$ cat src/rtl/simmem_pkg.sv
`default_nettype none
// ============================================================================
// Module      : simmem_pkg
// Description : Shared types and helpers for the simulated-memory write path.
//               Write IID type, AXI length width, the write-tracker FIFO
//               entry and the effective-burst-length helper.
// Revision    : 1.0 - write-data tracker entry type and length helper added
// ============================================================================
package simmem_pkg;

  localparam int unsigned WRspBankCapa   = 32;
  localparam int unsigned WriteIidWidth  = $clog2(WRspBankCapa);
  localparam int unsigned AxLenWidth     = 8;
  localparam int unsigned MaxBurstEffLen = 1 << AxLenWidth;

  typedef logic [WriteIidWidth-1:0] write_iid_t;

  // One extra bit so that the full effective length (len + 1) is representable.
  typedef logic [AxLenWidth:0] eff_len_t;

  // Tracker FIFO entry: burst IID and the number of beats still missing.
  typedef struct packed {
    write_iid_t iid;
    eff_len_t   remaining;
  } wtrack_entry_t;

  function automatic eff_len_t get_effective_burst_len(input logic [AxLenWidth-1:0] burst_len);
    return eff_len_t'(burst_len) + eff_len_t'(1);
  endfunction

endpackage
`default_nettype wire

$ cat src/rtl/simmem_wtrack_fifo.sv
`default_nettype none
// ============================================================================
// Module      : simmem_wtrack_fifo
// Description : Three-pointer burst FIFO. [rd, dat) holds complete bursts
//               waiting to be popped, [dat, wr) holds bursts still waiting
//               for beats. Each pointer has one wrap bit.
// Revision    : 1.0 - initial release
// Ports       : clk_i/rst_ni      clock, async active-low reset
//               push_i/push_entry_i  append entry at wr
//               beat_i            one beat for the entry at dat (caller only
//                                 asserts it when outstanding_cnt_o != 0)
//               pop_i             retire the entry at rd
//               full_o            Depth entries held
//               outstanding_cnt_o wr - dat
//               complete_cnt_o    dat - rd
//               dat_remaining_o   remaining beats of the entry at dat
//               rd_iid_o          IID of the entry at rd
// ============================================================================
module simmem_wtrack_fifo
  import simmem_pkg::*;
#(
  parameter int unsigned Depth = 8,
  localparam int unsigned PtrW = $clog2(Depth) + 1
) (
  input  logic            clk_i,
  input  logic            rst_ni,
  input  logic            push_i,
  input  wtrack_entry_t   push_entry_i,
  input  logic            beat_i,
  input  logic            pop_i,
  output logic            full_o,
  output logic [PtrW-1:0] outstanding_cnt_o,
  output logic [PtrW-1:0] complete_cnt_o,
  output eff_len_t        dat_remaining_o,
  output write_iid_t      rd_iid_o
);

  localparam int unsigned IdxW = PtrW - 1;

  logic [PtrW-1:0] wr_ptr_q, wr_ptr_d;
  logic [PtrW-1:0] dat_ptr_q, dat_ptr_d;
  logic [PtrW-1:0] rd_ptr_q, rd_ptr_d;
  wtrack_entry_t   mem_q [Depth];
  wtrack_entry_t   mem_d [Depth];

  logic [IdxW-1:0] wr_idx, dat_idx, rd_idx;

  assign wr_idx  = wr_ptr_q[IdxW-1:0];
  assign dat_idx = dat_ptr_q[IdxW-1:0];
  assign rd_idx  = rd_ptr_q[IdxW-1:0];

  assign outstanding_cnt_o = wr_ptr_q - dat_ptr_q;
  assign complete_cnt_o    = dat_ptr_q - rd_ptr_q;
  assign full_o            = (wr_ptr_q - rd_ptr_q) == PtrW'(Depth);
  assign dat_remaining_o   = mem_q[dat_idx].remaining;
  assign rd_iid_o          = mem_q[rd_idx].iid;

  // A beat only touches the entry at dat while it is outstanding, so it never
  // aliases the push slot at wr; all three pointer updates are independent.
  always_comb begin
    mem_d     = mem_q;
    wr_ptr_d  = wr_ptr_q;
    dat_ptr_d = dat_ptr_q;
    rd_ptr_d  = rd_ptr_q;

    if (beat_i) begin
      mem_d[dat_idx].remaining = mem_q[dat_idx].remaining - eff_len_t'(1);
      if (mem_q[dat_idx].remaining == eff_len_t'(1)) begin
        dat_ptr_d = dat_ptr_q + PtrW'(1);
      end
    end

    if (push_i) begin
      mem_d[wr_idx] = push_entry_i;
      wr_ptr_d      = wr_ptr_q + PtrW'(1);
      // A burst fully covered by early beats is complete on arrival; it can
      // only skip straight past dat when nothing older is still outstanding.
      if ((push_entry_i.remaining == '0) && (wr_ptr_q == dat_ptr_q)) begin
        dat_ptr_d = dat_ptr_q + PtrW'(1);
      end
    end

    if (pop_i) begin
      rd_ptr_d = rd_ptr_q + PtrW'(1);
    end
  end

  always_ff @(posedge clk_i or negedge rst_ni) begin
    if (!rst_ni) begin
      wr_ptr_q  <= '0;
      dat_ptr_q <= '0;
      rd_ptr_q  <= '0;
    end else begin
      wr_ptr_q  <= wr_ptr_d;
      dat_ptr_q <= dat_ptr_d;
      rd_ptr_q  <= rd_ptr_d;
    end
  end

  // Storage is qualified entirely by the pointers and needs no reset.
  always_ff @(posedge clk_i) begin
    mem_q <= mem_d;
  end

endmodule
`default_nettype wire

$ cat src/rtl/simmem_wdata_tracker.sv
`default_nettype none
// ============================================================================
// Module      : simmem_wdata_tracker
// Description : Pairs AXI write-data beats with write addresses in order.
//               Forwards addresses with the count of beats already received,
//               forwards later beats as pulses, emits a per-burst done event
//               and flags WLAST mismatches.
// Revision    : 1.0 - parametrised successor of the write-data counter
// Ports       : clk_i/rst_ni                  clock, async active-low reset
//               waddr_*                       write address from requester
//               wdata_*                       write beats from requester
//               core_waddr_* / core_wdata_*   address and late beats to core
//               burst_done_*                  done event, valid/ready
//               wlast_err_o                   sticky WLAST mismatch
//               early_cnt_o                   beats held without an address
// ============================================================================
module simmem_wdata_tracker
  import simmem_pkg::*;
#(
  parameter int unsigned PendingDepth  = 8,
  parameter int unsigned MaxEarlyBeats = 64,
  parameter int unsigned IidWidth      = WriteIidWidth,
  parameter int unsigned LenWidth      = AxLenWidth,
  localparam int unsigned EarlyW       = $clog2(MaxEarlyBeats + 1)
) (
  input  logic                clk_i,
  input  logic                rst_ni,
  input  logic                waddr_valid_i,
  output logic                waddr_ready_o,
  input  logic [IidWidth-1:0] waddr_iid_i,
  input  logic [LenWidth-1:0] waddr_burst_len_i,
  input  logic                wdata_valid_i,
  output logic                wdata_ready_o,
  input  logic                wdata_last_i,
  output logic                core_waddr_valid_o,
  input  logic                core_waddr_ready_i,
  output logic [IidWidth-1:0] core_waddr_iid_o,
  output logic [LenWidth:0]   core_wdata_immediate_cnt_o,
  output logic                core_wdata_valid_o,
  output logic                burst_done_valid_o,
  input  logic                burst_done_ready_i,
  output logic [IidWidth-1:0] burst_done_iid_o,
  output logic                wlast_err_o,
  output logic [EarlyW-1:0]   early_cnt_o
);

  localparam int unsigned CntW = LenWidth + 1;
  localparam int unsigned CmpW = (EarlyW > CntW) ? EarlyW : CntW;
  localparam int unsigned PtrW = $clog2(PendingDepth) + 1;

  logic [EarlyW-1:0] early_cnt_q, early_cnt_d;
  logic              wlast_err_q, wlast_err_d;

  logic              fifo_full;
  logic [PtrW-1:0]   outstanding_cnt;
  logic [PtrW-1:0]   complete_cnt;
  eff_len_t          dat_remaining;
  write_iid_t        rd_iid;
  wtrack_entry_t     push_entry;

  logic              has_outstanding;
  logic              addr_hs, beat_hs, beat_to_burst, beat_early;
  logic [CmpW-1:0]   eff_len, early_plus, immediate;

  assign has_outstanding = (outstanding_cnt != '0);

  // Readies come from registered state only (plus the core's own ready).
  assign waddr_ready_o      = core_waddr_ready_i & ~fifo_full;
  assign wdata_ready_o      = has_outstanding | (early_cnt_q < EarlyW'(MaxEarlyBeats));
  assign core_waddr_valid_o = waddr_valid_i & ~fifo_full;
  assign core_waddr_iid_o   = waddr_iid_i;

  assign addr_hs       = waddr_valid_i & waddr_ready_o;
  assign beat_hs       = wdata_valid_i & wdata_ready_o;
  assign beat_to_burst = beat_hs & has_outstanding;
  assign beat_early    = beat_hs & ~has_outstanding;

  assign eff_len = CmpW'(get_effective_burst_len(AxLenWidth'(waddr_burst_len_i)));

  always_comb begin
    // The same-cycle beat is folded in first so it counts towards this address.
    early_plus = CmpW'(early_cnt_q) + CmpW'(beat_early);
    immediate  = '0;
    if (addr_hs) begin
      immediate = (early_plus < eff_len) ? early_plus : eff_len;
    end
    early_cnt_d = EarlyW'(early_plus - immediate);

    push_entry           = '0;
    push_entry.iid       = write_iid_t'(waddr_iid_i);
    push_entry.remaining = eff_len_t'(eff_len - immediate);

    wlast_err_d = wlast_err_q |
                  (beat_to_burst & (wdata_last_i != (dat_remaining == eff_len_t'(1))));
  end

  assign core_wdata_immediate_cnt_o = CntW'(immediate);
  assign core_wdata_valid_o         = beat_to_burst;
  assign burst_done_valid_o         = (complete_cnt != '0);
  assign burst_done_iid_o           = IidWidth'(rd_iid);
  assign wlast_err_o                = wlast_err_q;
  assign early_cnt_o                = early_cnt_q;

  simmem_wtrack_fifo #(
    .Depth (PendingDepth)
  ) u_fifo (
    .clk_i             (clk_i),
    .rst_ni            (rst_ni),
    .push_i            (addr_hs),
    .push_entry_i      (push_entry),
    .beat_i            (beat_to_burst),
    .pop_i             (burst_done_valid_o & burst_done_ready_i),
    .full_o            (fifo_full),
    .outstanding_cnt_o (outstanding_cnt),
    .complete_cnt_o    (complete_cnt),
    .dat_remaining_o   (dat_remaining),
    .rd_iid_o          (rd_iid)
  );

  always_ff @(posedge clk_i or negedge rst_ni) begin
    if (!rst_ni) begin
      early_cnt_q <= '0;
      wlast_err_q <= 1'b0;
    end else begin
      early_cnt_q <= early_cnt_d;
      wlast_err_q <= wlast_err_d;
    end
  end

endmodule
`default_nettype wire

$ cat config.mk
export PLATFORM = sky130hd
export DESIGN_NAME = simmem_wdata_tracker
export DESIGN_NICKNAME = d
export VERILOG_FILES = /design/src/rtl/simmem_pkg.sv /design/src/rtl/simmem_wtrack_fifo.sv /design/src/rtl/simmem_wdata_tracker.sv
export SDC_FILE = /design/constraint.sdc
export NUM_CORES = 1
export LEC_CHECK = 0
export ABC_CLOCK_PERIOD_IN_PS = 11700
export CORE_ASPECT_RATIO = 0.8
export CORE_MARGIN = 2
export CORE_UTILIZATION = 50
export CTS_BUF_LIST = sky130_fd_sc_hd__clkbuf_4
export CTS_CLUSTER_DIAMETER = 200
export DETAILED_ROUTE_END_ITERATION = 10
export PLACE_DENSITY = 0.73
export SETUP_SLACK_MARGIN = 0.1
export SYNTH_ARGS = -nofsm -noshare
export SYNTH_HDL_FRONTEND = slang
export SYNTH_SLANG_ARGS = --single-unit
$ cat constraint.sdc
create_clock -name clk_i -period 11.7 [get_ports clk_i]
set_input_delay 2.34 -clock clk_i [delete_from_list [all_inputs] [get_ports clk_i]]
set_output_delay 2.34 -clock clk_i [all_outputs]
set_load 0.03 [all_outputs]
=== Yosys cells after proc, flatten, opt, wreduce, memory -nomap -nowiden ===
Cells that the tools add are included.

* Bits in registers: 132
* Input bits: 20
* Output and inout port bits: 32
* Word-level logic and storage cells: 84

* Add/subtract/negate cells: 11
* Magnitude comparators: 7
* Equal/unequal tests: 4
* Multiplexer cells: 20
* Bitwise operators: 15
* Reductions and logical operators: 6

{| class="wikitable"
|+ Operator list
! kind !! count
|-
| $bwmux W112 || 2
|-
| $mux W112 || 2
|-
| $bmux W14 S3 || 2
|-
| $demux W14 S3 || 2
|-
| $mux W9 || 5
|-
| $mux W14 || 3
|-
| $mux W4 || 4
|-
| $add A4 B1 Y4 const B || 3
|-
| $ge A4 B4 Y1 const B || 3
|-
| $not A3 Y4 || 3
|-
| $sub A4 B4 Y4 || 3
|-
| $add A8 B1 Y9 const B || 1
|-
| $eq A9 B1 Y1 const B || 1
|-
| $logic_not A9 Y1 || 1
|-
| $lt A8 B9 Y1 || 1
|-
| $sub A9 B1 Y9 const B || 1
|-
| $sub A9 B9 Y9 || 1
|-
| $add A7 B1 Y8 || 1
|-
| $and A1 B1 Y1 || 8
|-
| $lt A4 B1 Y1 const B || 2
|-
| $reduce_bool A4 Y1 || 2
|-
| $lt A7 B7 Y1 const B || 1
|-
| $sub A7 B7 Y7 || 1
|-
| $eq A4 B4 Y1 || 1
|-
| other kinds (5) || 9
|}

=== Depth between registers and ports, before layout ===
Gate-level depths: netlist of run 1.

* Depth in word-level cells: 14
* Depth in mapped cells: 31
* Gate-level depth less buffers: 27

=== Cells and area by module ===
From an unflattened synthesis of run 1, not the netlist that was laid out.

* Cell total of the unflattened synthesis: 900
* Area total of the unflattened synthesis: 8065.2 um^2

{| class="wikitable"
|+ Modules (own cells, without submodules)
! module !! instances !! cells each !! area each (um^2) !! seq. area each (um^2)
|-
| simmem_wtrack_fifo || 1 || 710 || 6502.5 || 2942.8
|-
| simmem_wdata_tracker || 1 || 190 || 1562.7 || 200.2
|}

=== Least setup slack after synthesis of run 1 ===
Ideal clock, no wire load.

* Kind: in2reg
* Start: in wdata_valid_i
* End: reg u_fifo.dat_ptr_q[1]
* Setup time: 0.128 ns
* Data arrival time: 7.724 ns
* Required time: 11.572 ns
* Slack: 3.848 ns
* Stages: 23
* Path buffers: 2
* Path through: and3b_1 ha_1 ha_1 nand3_1 xor2_1 inv_1 ha_1 o2111a_1 a221oi_1 o21ai_1 clkbuf_1 a211oi_1 ha_1 inv_1 fa_1 a21o_1 nand4_1 a21bo_2 and2_1 clkbuf_1 and4b_1 a41oi_2 mux2_1

* Word-level cells in the longest chain between the ends: 11
* Elaborated cells on any way between the ends: 13
* Classes of those cells: add/sub (2); order compare (1); mux (5); bitwise (3); reduce/logical (2)

{| class="wikitable"
|+ RTL lines
! item !! line !! source
|-
| start, declared || simmem_wdata_tracker.sv:32 || <nowiki>input logic wdata_valid_i,</nowiki>
|-
| $and A1 B1 Y1 (*) || simmem_wdata_tracker.sv:74 || <nowiki>assign beat_hs = wdata_valid_i & wdata_ready_o;</nowiki>
|-
| $and A1 B1 Y1 (*) || simmem_wdata_tracker.sv:76 || <nowiki>assign beat_early = beat_hs & ~has_outstanding;</nowiki>
|-
| $add A7 B1 Y8 (*) || simmem_wdata_tracker.sv:82 || <nowiki>early_plus = CmpW'(early_cnt_q) + CmpW'(beat_early);</nowiki>
|-
| $lt A8 B9 Y1 || simmem_wdata_tracker.sv:85 || <nowiki>immediate = (early_plus < eff_len) ? early_plus : eff_len;</nowiki>
|-
| $mux W9 (*) || simmem_wdata_tracker.sv:85 ||
|-
| $mux W9 (*) || simmem_wdata_tracker.sv:84 || <nowiki>if (addr_hs) begin</nowiki>
|-
| named net core_wdata_immediate_cnt_o[0] || simmem_wdata_tracker.sv:38 || <nowiki>output logic [LenWidth:0] core_wdata_immediate_cnt_o,</nowiki>
|-
| $sub A9 B9 Y9 (*) || simmem_wdata_tracker.sv:91 || <nowiki>push_entry.remaining = eff_len_t'(eff_len - immediate);</nowiki>
|-
| $logic_not A9 Y1 (*) || simmem_wtrack_fifo.sv:78 || <nowiki>if ((push_entry_i.remaining == '0) && (wr_ptr_q == dat_ptr_q)) begin</nowiki>
|-
| $logic_and A1 B1 Y1 (*) || simmem_wtrack_fifo.sv:78 ||
|-
| $mux W4 (*) || simmem_wtrack_fifo.sv:78 ||
|-
| $mux W4 (*) || simmem_wtrack_fifo.sv:73 || <nowiki>if (push_i) begin</nowiki>
|-
| named net u_fifo.dat_ptr_d[1] || simmem_wtrack_fifo.sv:41 || <nowiki>logic [PtrW-1:0] dat_ptr_q, dat_ptr_d;</nowiki>
|-
| end signal, assigned || simmem_wtrack_fifo.sv:95 || <nowiki>dat_ptr_q <= dat_ptr_d;</nowiki>
|-
| end, declared || simmem_wtrack_fifo.sv:41 ||
|}

The timed path passes the listed nets; every way through them passes the cells marked *.
A chain may end at the register's enable or synchronous reset.

=== Worst setup path in the final report of run 1 ===
* Start: reg u_fifo.dat_ptr_q[2]
* End: out core_wdata_immediate_cnt_o[1]

* Word-level cells in the longest chain between the ends: 9
* Elaborated cells on any way between the ends: 10
* Classes of those cells: add/sub (2); order compare (1); mux (2); bitwise (4); reduce/logical (1)

{| class="wikitable"
|+ RTL lines
! item !! line !! source
|-
| $sub A4 B4 Y4 (*) || simmem_wtrack_fifo.sv:52 || <nowiki>assign outstanding_cnt_o = wr_ptr_q - dat_ptr_q;</nowiki>
|-
| $reduce_bool A4 Y1 (*) || simmem_wdata_tracker.sv:65 || <nowiki>assign has_outstanding = (outstanding_cnt != '0);</nowiki>
|-
| $or A1 B1 Y1 || simmem_wdata_tracker.sv:69 || <nowiki>assign wdata_ready_o = has_outstanding | (early_cnt_q < EarlyW'(MaxEarlyBeats));</nowiki>
|-
| $and A1 B1 Y1 || simmem_wdata_tracker.sv:74 ||
|-
| $and A1 B1 Y1 (*) || simmem_wdata_tracker.sv:76 ||
|-
| $add A7 B1 Y8 (*) || simmem_wdata_tracker.sv:82 ||
|-
| $lt A8 B9 Y1 || simmem_wdata_tracker.sv:85 ||
|-
| $mux W9 (*) || simmem_wdata_tracker.sv:85 ||
|-
| $mux W9 (*) || simmem_wdata_tracker.sv:84 ||
|-
| end, declared || simmem_wdata_tracker.sv:38 ||
|}

Mark *: on every way between the ends. The rest lies on a longest branch, timed or not.

==> metrics.yaml, run 1 <==
sta:
  finalClockSkew_ns: 0.0279
  worst_slack_ns: 2.59
  setup_violations: 0
  timing.final.crit_share: 0.779
  worstMarginPinSlew_ns: 0.985
  fmax_mhz: 110
  relSlewSlack: 0.339
  finalMaxSlewViolations: 0
  rsz0062_at_grt: "false"
  finalHoldViolCount: 0
  min_period_ns: 9.11
  setup_tns_ns: 0
clocking:
  cts_hold_buf: 0
  cts_made_buffers: 17
  cts_setup_buffers: 0
  cts_sinks: 132
  root_buffer: "clkbuf_4"
  insertion_delay_ns: 0.59
  clock_path_buffers: 2
  htree_num_levels: 4
  cts_tree: "done"
  post_cts_resize_count: 0
  clk_pin_slew_ns: 0.13
pwr:
  cellPowerDensity_nw_per_um2: 264
  power_mw: 2.37
  power.leakage_nw: 3.58
  ir_drop_v: 0.0000918
floorplan:
  io-pin-count: 52
  initial_core_util: 0.515
  die_x_um: 147
  die_h_um: 118
  die_area_sq_um: 17400
  core_area_sq_um: 15900
  rows: 41
critical_path:
  cp.arrival_ns: 6.77
  worstSetupPathType: "reg -> out"
  start_kind: "register"
  reg2reg_slack_ns: 3.50
  critPathCaptureType: "primary output"
  reg2reg_depth: 27
  path_max_fanout: 19
  cp.required_ns: 9.36
placed_design:
  hpwl_um: 14900
  gp_congestion: 0.918
  dp_cells: 1072
  dp_slack_ns: 3.00
  place_area_sq_um: 8760
  numPortBuffers: 50
grt:
  grt_max_degree: 37
  grt_pass1_wl_um: 34100
  grt_pass1_vias: 6096
  grtUsageTotal: 0.255
  antenna_found_initial: 0
  overflow: 0
drt:
  wirelength_um: 21400
  ant_nets: 0
  drtIter0Drc: 674
  viasPerCell: 5.92
  vias: 6532
  post_drt_wl_per_cell_um: 19.3
  drc: 0
  dr.pass1.iters: 6
finish:
  area_growth_pct: 10.0
  design_area_sq_um: 9010
  nets: 936
  final_cells: 1104
  drive_gt1_frac: 0.115
  diodes: 0
synthesis:
  synth_fp_nets: 911
  synth_most_common_cell: "nand2_1"
  synth_ff_type: "dfxtp_1"
  synth_cell_types: 93
  async_reset_ff_frac: 0.152
  ys_ff_latch: 132
  postSynthCellCount: 851
  synth_edf_count: 40
  yosys.area.top_type_share: 0.176
  yosysSeqAreaShare: 0.384
  yosysWarnings: 0
  post_synth.cell_area_avg_sq_um: 9.62
  yosys-top-cells-area: "dfxtp_1 18%, edfxtp_1 15%, dfrtp_1 6.1%"
  synth_top_cell_by_area: "dfxtp_1"
  synth_commonest_cells: "104 x nand2_1, 72 x dfxtp_1, 50 x and2_1, 41 x nor2_1, 40 x edfxtp_1"
  synth.cell_area_sq_um: 8190
min_path:
  whs_path_depth: 2
  hold_path_class: "reg -> reg"
outcome:
  outcome: "complete, no violations"
job:
  max_cap_violations: 0
==> cell usage in the layout (no fill, tap or decap), drive strengths merged, types with 37 or more instances in the layout <==
cell type,instances
a21oi,37
and2,51
clkdlybuf4s50,50
dfxtp,72
edfxtp,40
ha,38
inv,46
nand2,107
nor2,41
o21ai,51
==> report_power, final <==
| part | total [mW] | leakage (nW) | internal (mW) | switching, mW |
|---|---|---|---|---|
| registers | 0.762 | 1.23 | 0.636 | 0.126 |
| logic | 1.32 | 2.20 | 0.549 | 0.773 |
| clock network | 0.290 | 0.139 | 0.0919 | 0.198 |
| total | 2.37 | 3.58 | 1.28 | 1.10 |
==> critical path, cell delays in order (launching register included) <==
cell and delay, ns:
dfrtp_1 0.81, inv_2 0.40, ha_1 0.33, xnor3_1 0.36, or4_1 0.48, a21oi_1 0.20
and3b_1 0.18, ha_1 0.17, ha_1 0.21, nand3_1 0.11, xor2_1 0.36, inv_1 0.09
ha_1 0.31, o2111a_1 0.18, a221oi_1 0.10, o21ai_1 0.68, mux2i_1 0.14, nand2b_1 0.30
inv_1 0.11, clkdlybuf4s50_1 0.67
==> state kept, by name (all words and copies together) (netlist names) <==
signal / count
u_fifo.dat_ptr_q: 4
u_fifo.mem_q: 112
wlast_err_o: 1
u_fifo.rd_ptr_q: 4
u_fifo.wr_ptr_q: 4
early_cnt_o: 7
==> worst paths after layout <==
check / from / endpoint
worst max-delay path: u_fifo.dat_ptr_q[2]$_DFF_PN0_ / core_wdata_immediate_cnt_o[1]
min in group asynchronous: rst_ni / early_cnt_o[0]$_DFF_PN0_
worst min-delay path: u_fifo.mem_q[49]$_DFF_P_ / u_fifo.mem_q[49]$_DFF_P_
worst min register to register: u_fifo.mem_q[49]$_DFF_P_ / u_fifo.mem_q[49]$_DFF_P_
worst max register to register: u_fifo.dat_ptr_q[2]$_DFF_PN0_ / u_fifo.dat_ptr_q[1]$_DFF_PN0_
max in group asynchronous: rst_ni / u_fifo.dat_ptr_q[1]$_DFF_PN0_
==> cell type report <==
cell class                 instances  area [sq um]
fill                            1429          6890
multi-input combinational        628          4630
sequential                       132          3140
timing repair buffer              58           561
tap                              215           269
inverter                          39           151
clock buffer                      18           135
clock inverter                    14           118
==> per-stage QoR <==
stage,hold WS (ns),util
2_1_floorplan,0.430,-
3_3_place_gp,0.452,0.551
3_5_place_dp,0.458,0.551
4_1_cts,0.488,0.566
5_1_grt,0.513,0.566
6_report,0.493,0.566
==> logic make-up after synthesis <==
family / count (synthesis) / share of synthesized area
other cells: 1 / 0.000458
compound gates: 176 / 0.147
xor+xnor: 37 / 0.0422
mux: 58 / 0.109
flops: 132 / 0.384
simple gates: 316 / 0.203
fa+ha+maj: 40 / 0.0630
buf+inv: 91 / 0.0510
==> metal layers <==
layer / global-route usage / wire length (um) / up-vias
li1: - / - / 3118
met3: 0.0722 / 1840 / 33
met1: 0.375 / 10400 / 3096
met4: 0.0829 / 390 / 0
met2: 0.359 / 8710 / 285
met5: 0 / 0 / -
Note: power is estimated with default switching activity, not from simulation.
==> run 2: changes to the inputs <==
--- a/config.mk
+++ b/config.mk
@@ -5,14 +5,14 @@
 export SDC_FILE = /design/constraint.sdc
 export NUM_CORES = 1
 export LEC_CHECK = 0
-export ABC_CLOCK_PERIOD_IN_PS = 11700
+export ABC_CLOCK_PERIOD_IN_PS = 8000
 export CORE_ASPECT_RATIO = 0.8
 export CORE_MARGIN = 2
 export CORE_UTILIZATION = 50
 export CTS_BUF_LIST = sky130_fd_sc_hd__clkbuf_4
 export CTS_CLUSTER_DIAMETER = 200
 export DETAILED_ROUTE_END_ITERATION = 10
-export PLACE_DENSITY = 0.73
+export PLACE_DENSITY = 0.76
 export SETUP_SLACK_MARGIN = 0.1
 export SYNTH_ARGS = -nofsm -noshare
 export SYNTH_HDL_FRONTEND = slang
==> constraint.sdc (replaced) <==
create_clock -name clk_i -period 8 [get_ports clk_i]
set_input_delay 1.6 -clock clk_i [delete_from_list [all_inputs] [get_ports clk_i]]
set_output_delay 1.6 -clock clk_i [all_outputs]
set_load 0.03 [all_outputs]
==> run 2 against run 1 <==
Clock power up 61%. Count of clock-buffer cells in the layout fell by 1. Die area unchanged. Clock skew fell by 0.0092 ns. Highest routed layer unchanged.
==> metrics.yaml, run 2 (synthesized netlist as in run 1, its figures left out) <==
finish:
  final_common_cell: "nand2_1"  # unchanged
  multi_input_area_sq_um: 4640  # was 4630 sq um
  diodes: 0  # unchanged
  regMostFlops: "u_fifo.mem_q"  # unchanged
  nets: 939  # was 936
  final_cell_mix: "104 x nand2_1, 72 x dfxtp_1, 50 x and2_1, 50 x clkdlybuf4s50_1, 41 x nor2_1"  # unchanged
  final_cells: 1107  # was 1104
  regArea_sq_um: 3140  # unchanged
  fill_cells: 1402  # was 1429
  area_growth_pct: 10.8  # was 10.0%
  drive_gt1_frac: 0.120  # was 0.115
  largest_reg_flops: 112  # unchanged
clocking:
  insertion_delay_ns: 0.57  # was 0.59 ns
  cts_made_buffers: 17  # unchanged
  clock_path_buffers: 2  # unchanged
  post_cts_resize_count: 0  # unchanged
  root_buffer: "clkbuf_4"  # unchanged
  cts_sinks: 132  # unchanged
  cts_hold_buf: 0  # unchanged
  cts_tree: "done"  # unchanged
  clk_pin_slew_ns: 0.13  # about the same
  cts_setup_buffers: 0  # unchanged
  htree_num_levels: 4  # unchanged
sta:
  finalClockSkew_ns: 0.0187  # was 0.0279 ns
  fmax_mhz: 135
  finalHoldViolCount: 0  # unchanged
  timing.final.crit_share: 0.929
  finalMaxSlewViolations: 0  # unchanged
  setup_tns_ns: 0  # unchanged
  rsz0062_at_grt: "false"  # unchanged
  worstMarginPinSlew_ns: 0.992  # was 0.985 ns
  worst_slack_ns: 0.572  # was 2.59 ns
  relSlewSlack: 0.333  # was 0.339
  min_period_ns: 7.43
  setup_violations: 0  # unchanged
drt:
  drc: 0  # unchanged
  drtIter0Drc: 730  # was 674
  ant_nets: 0  # unchanged
  viasPerCell: 5.99  # was 5.92
  routed.top_layer: "met4"  # unchanged
  post_drt_wl_per_cell_um: 19.5  # was 19.3 um
  dr_wl_met3_um: 2250  # was 1840 um
  vias: 6634  # was 6532
  met1_length_um: 9760  # was 10400 um
  dr.pass1.iters: 6  # unchanged
  wirelength_um: 21600  # was 21400 um
  routed-wl-met2_um: 9190  # was 8710 um
grt:
  grtUsageTotal: 0.251  # was 0.255
  antenna_found_initial: 0  # unchanged
  grt_max_degree: 37  # unchanged
  grt_pass1_vias: 6149  # was 6096
  overflow: 0  # unchanged
  grt_pass1_wl_um: 33800  # was 34100 um
floorplan:
  die_x_um: 147  # unchanged
  io-pin-count: 52  # unchanged
  die_h_um: 118  # unchanged
  rows: 41  # unchanged
  core_area_sq_um: 15900  # unchanged
  die_area_sq_um: 17400  # unchanged
  initial_core_util: 0.515  # unchanged
critical_path:
  worstSetupPathType: "reg -> out"  # unchanged
  cp.required_ns: 6.40  # was 9.36 ns
  reg2reg_slack_ns: 0.93  # was 3.50 ns
  path_max_fanout: 14  # was 19
  start_kind: "register"  # unchanged
  cp.arrival_ns: 5.83  # was 6.77 ns
  critPathCaptureType: "primary output"  # unchanged
pwr:
  power_mw: 3.52  # was 2.37 mW
  cellPowerDensity_nw_per_um2: 388  # was 264 nW/um^2
  power.leakage_nw: 3.61  # was 3.58 nW
  ir_drop_v: 0.000170  # was 0.0000918 V
outcome:
  outcome: "complete, no violations"  # unchanged
placed_design:
  gp_congestion: 0.963  # was 0.918
  dp_slack_ns: 0.529  # was 3.00 ns
  dp_cells: 1075  # was 1072
  hpwl_um: 15000  # was 14900 um
  numPortBuffers: 50  # unchanged
min_path:
  hold_path_class: "reg -> reg"  # unchanged
job:
  max_cap_violations: 0  # unchanged
[run 2: cell count changes in the layout (fill, tap and decap cells not counted), sizes merged]
cell and change:
buf +3, clkinv -2, inv +2, bufinv +1, clkbuf -1
[run 2: through the flow]
| step | instance area [sq um] | util | hold slack, ns |
|---|---|---|---|
| after floorplan | 8190 | - | 0.430 |
| after global placement | 8780 | 0.552 | 0.446 |
| after detailed placement | 8780 | 0.552 | 0.451 |
| after CTS | 9070 | 0.570 | 0.481 |
| after global routing | 9080 | 0.571 | 0.507 |
| final | 9080 | 0.571 | 0.480 |
[run 2: cell type report]
type / count / share of cell area
Clock buffer: 17 / 0.0141
Clock inverter: 15 / 0.0176
Inverter: 39 / 0.0167
Multi-Input combinational cell: 628 / 0.511
Sequential cell: 132 / 0.346
Tap cell: 215 / 0.0296
Timing Repair Buffer: 61 / 0.0642
[run 2: worst paths after layout]
check / startpoint / end / cells past startpoint
max: u_fifo.wr_ptr_q[2]$_DFFE_PN0P_ / core_wdata_immediate_cnt_o[0] / 16
min: u_fifo.mem_q[63]$_DFF_P_ / u_fifo.mem_q[63]$_DFF_P_ / 1
max reg2reg: u_fifo.wr_ptr_q[2]$_DFFE_PN0P_ / u_fifo.dat_ptr_q[1]$_DFF_PN0_ / 25
min reg2reg: u_fifo.mem_q[63]$_DFF_P_ / u_fifo.mem_q[63]$_DFF_P_ / 1
max in group asynchronous: rst_ni / u_fifo.rd_ptr_q[0]$_DFFE_PN0P_ / 1
min in group asynchronous: rst_ni / early_cnt_o[2]$_DFF_PN0_ / 1
[run 2: metal layers]
metal  track usage  vias up
met1         0.373     3135
met5             0        -
met4        0.0721        0
met3        0.0641       37
li1              -     3128
met2         0.361      334
[run 2: report_power, final]
part	internal, mW	switching (mW)
Sequential	0.930	0.188
Clock	0.169	0.298
Combinational	0.803	1.13
Total	1.90	1.62
[run 2: critical path, cell delays in order, from the launching register on]
cell and delay, ns:
dfrtp_1 0.48, ha_1 0.19, xnor3_1 0.39, or4_1 0.47, a21oi_1 0.23, and3b_1 0.20
ha_1 0.18, ha_1 0.20, nand3_1 0.10, xor2_1 0.35, inv_1 0.09, ha_1 0.32
o2111a_1 0.14, a221oi_1 0.42, o21ai_2 0.25, a211oi_1 0.49, clkdlybuf4s50_1 0.76
==> run 3: changes to the inputs <==
--- a/config.mk
+++ b/config.mk
@@ -14,6 +14,7 @@
 export DETAILED_ROUTE_END_ITERATION = 10
 export PLACE_DENSITY = 0.76
 export SETUP_SLACK_MARGIN = 0.1
+export SKIP_LAST_GASP = 1
 export SYNTH_ARGS = -nofsm -noshare
 export SYNTH_HDL_FRONTEND = slang
 export SYNTH_SLANG_ARGS = --single-unit
==> results of run 3 <==
The final DEF is identical to that of run 2; final timing and power are the same.
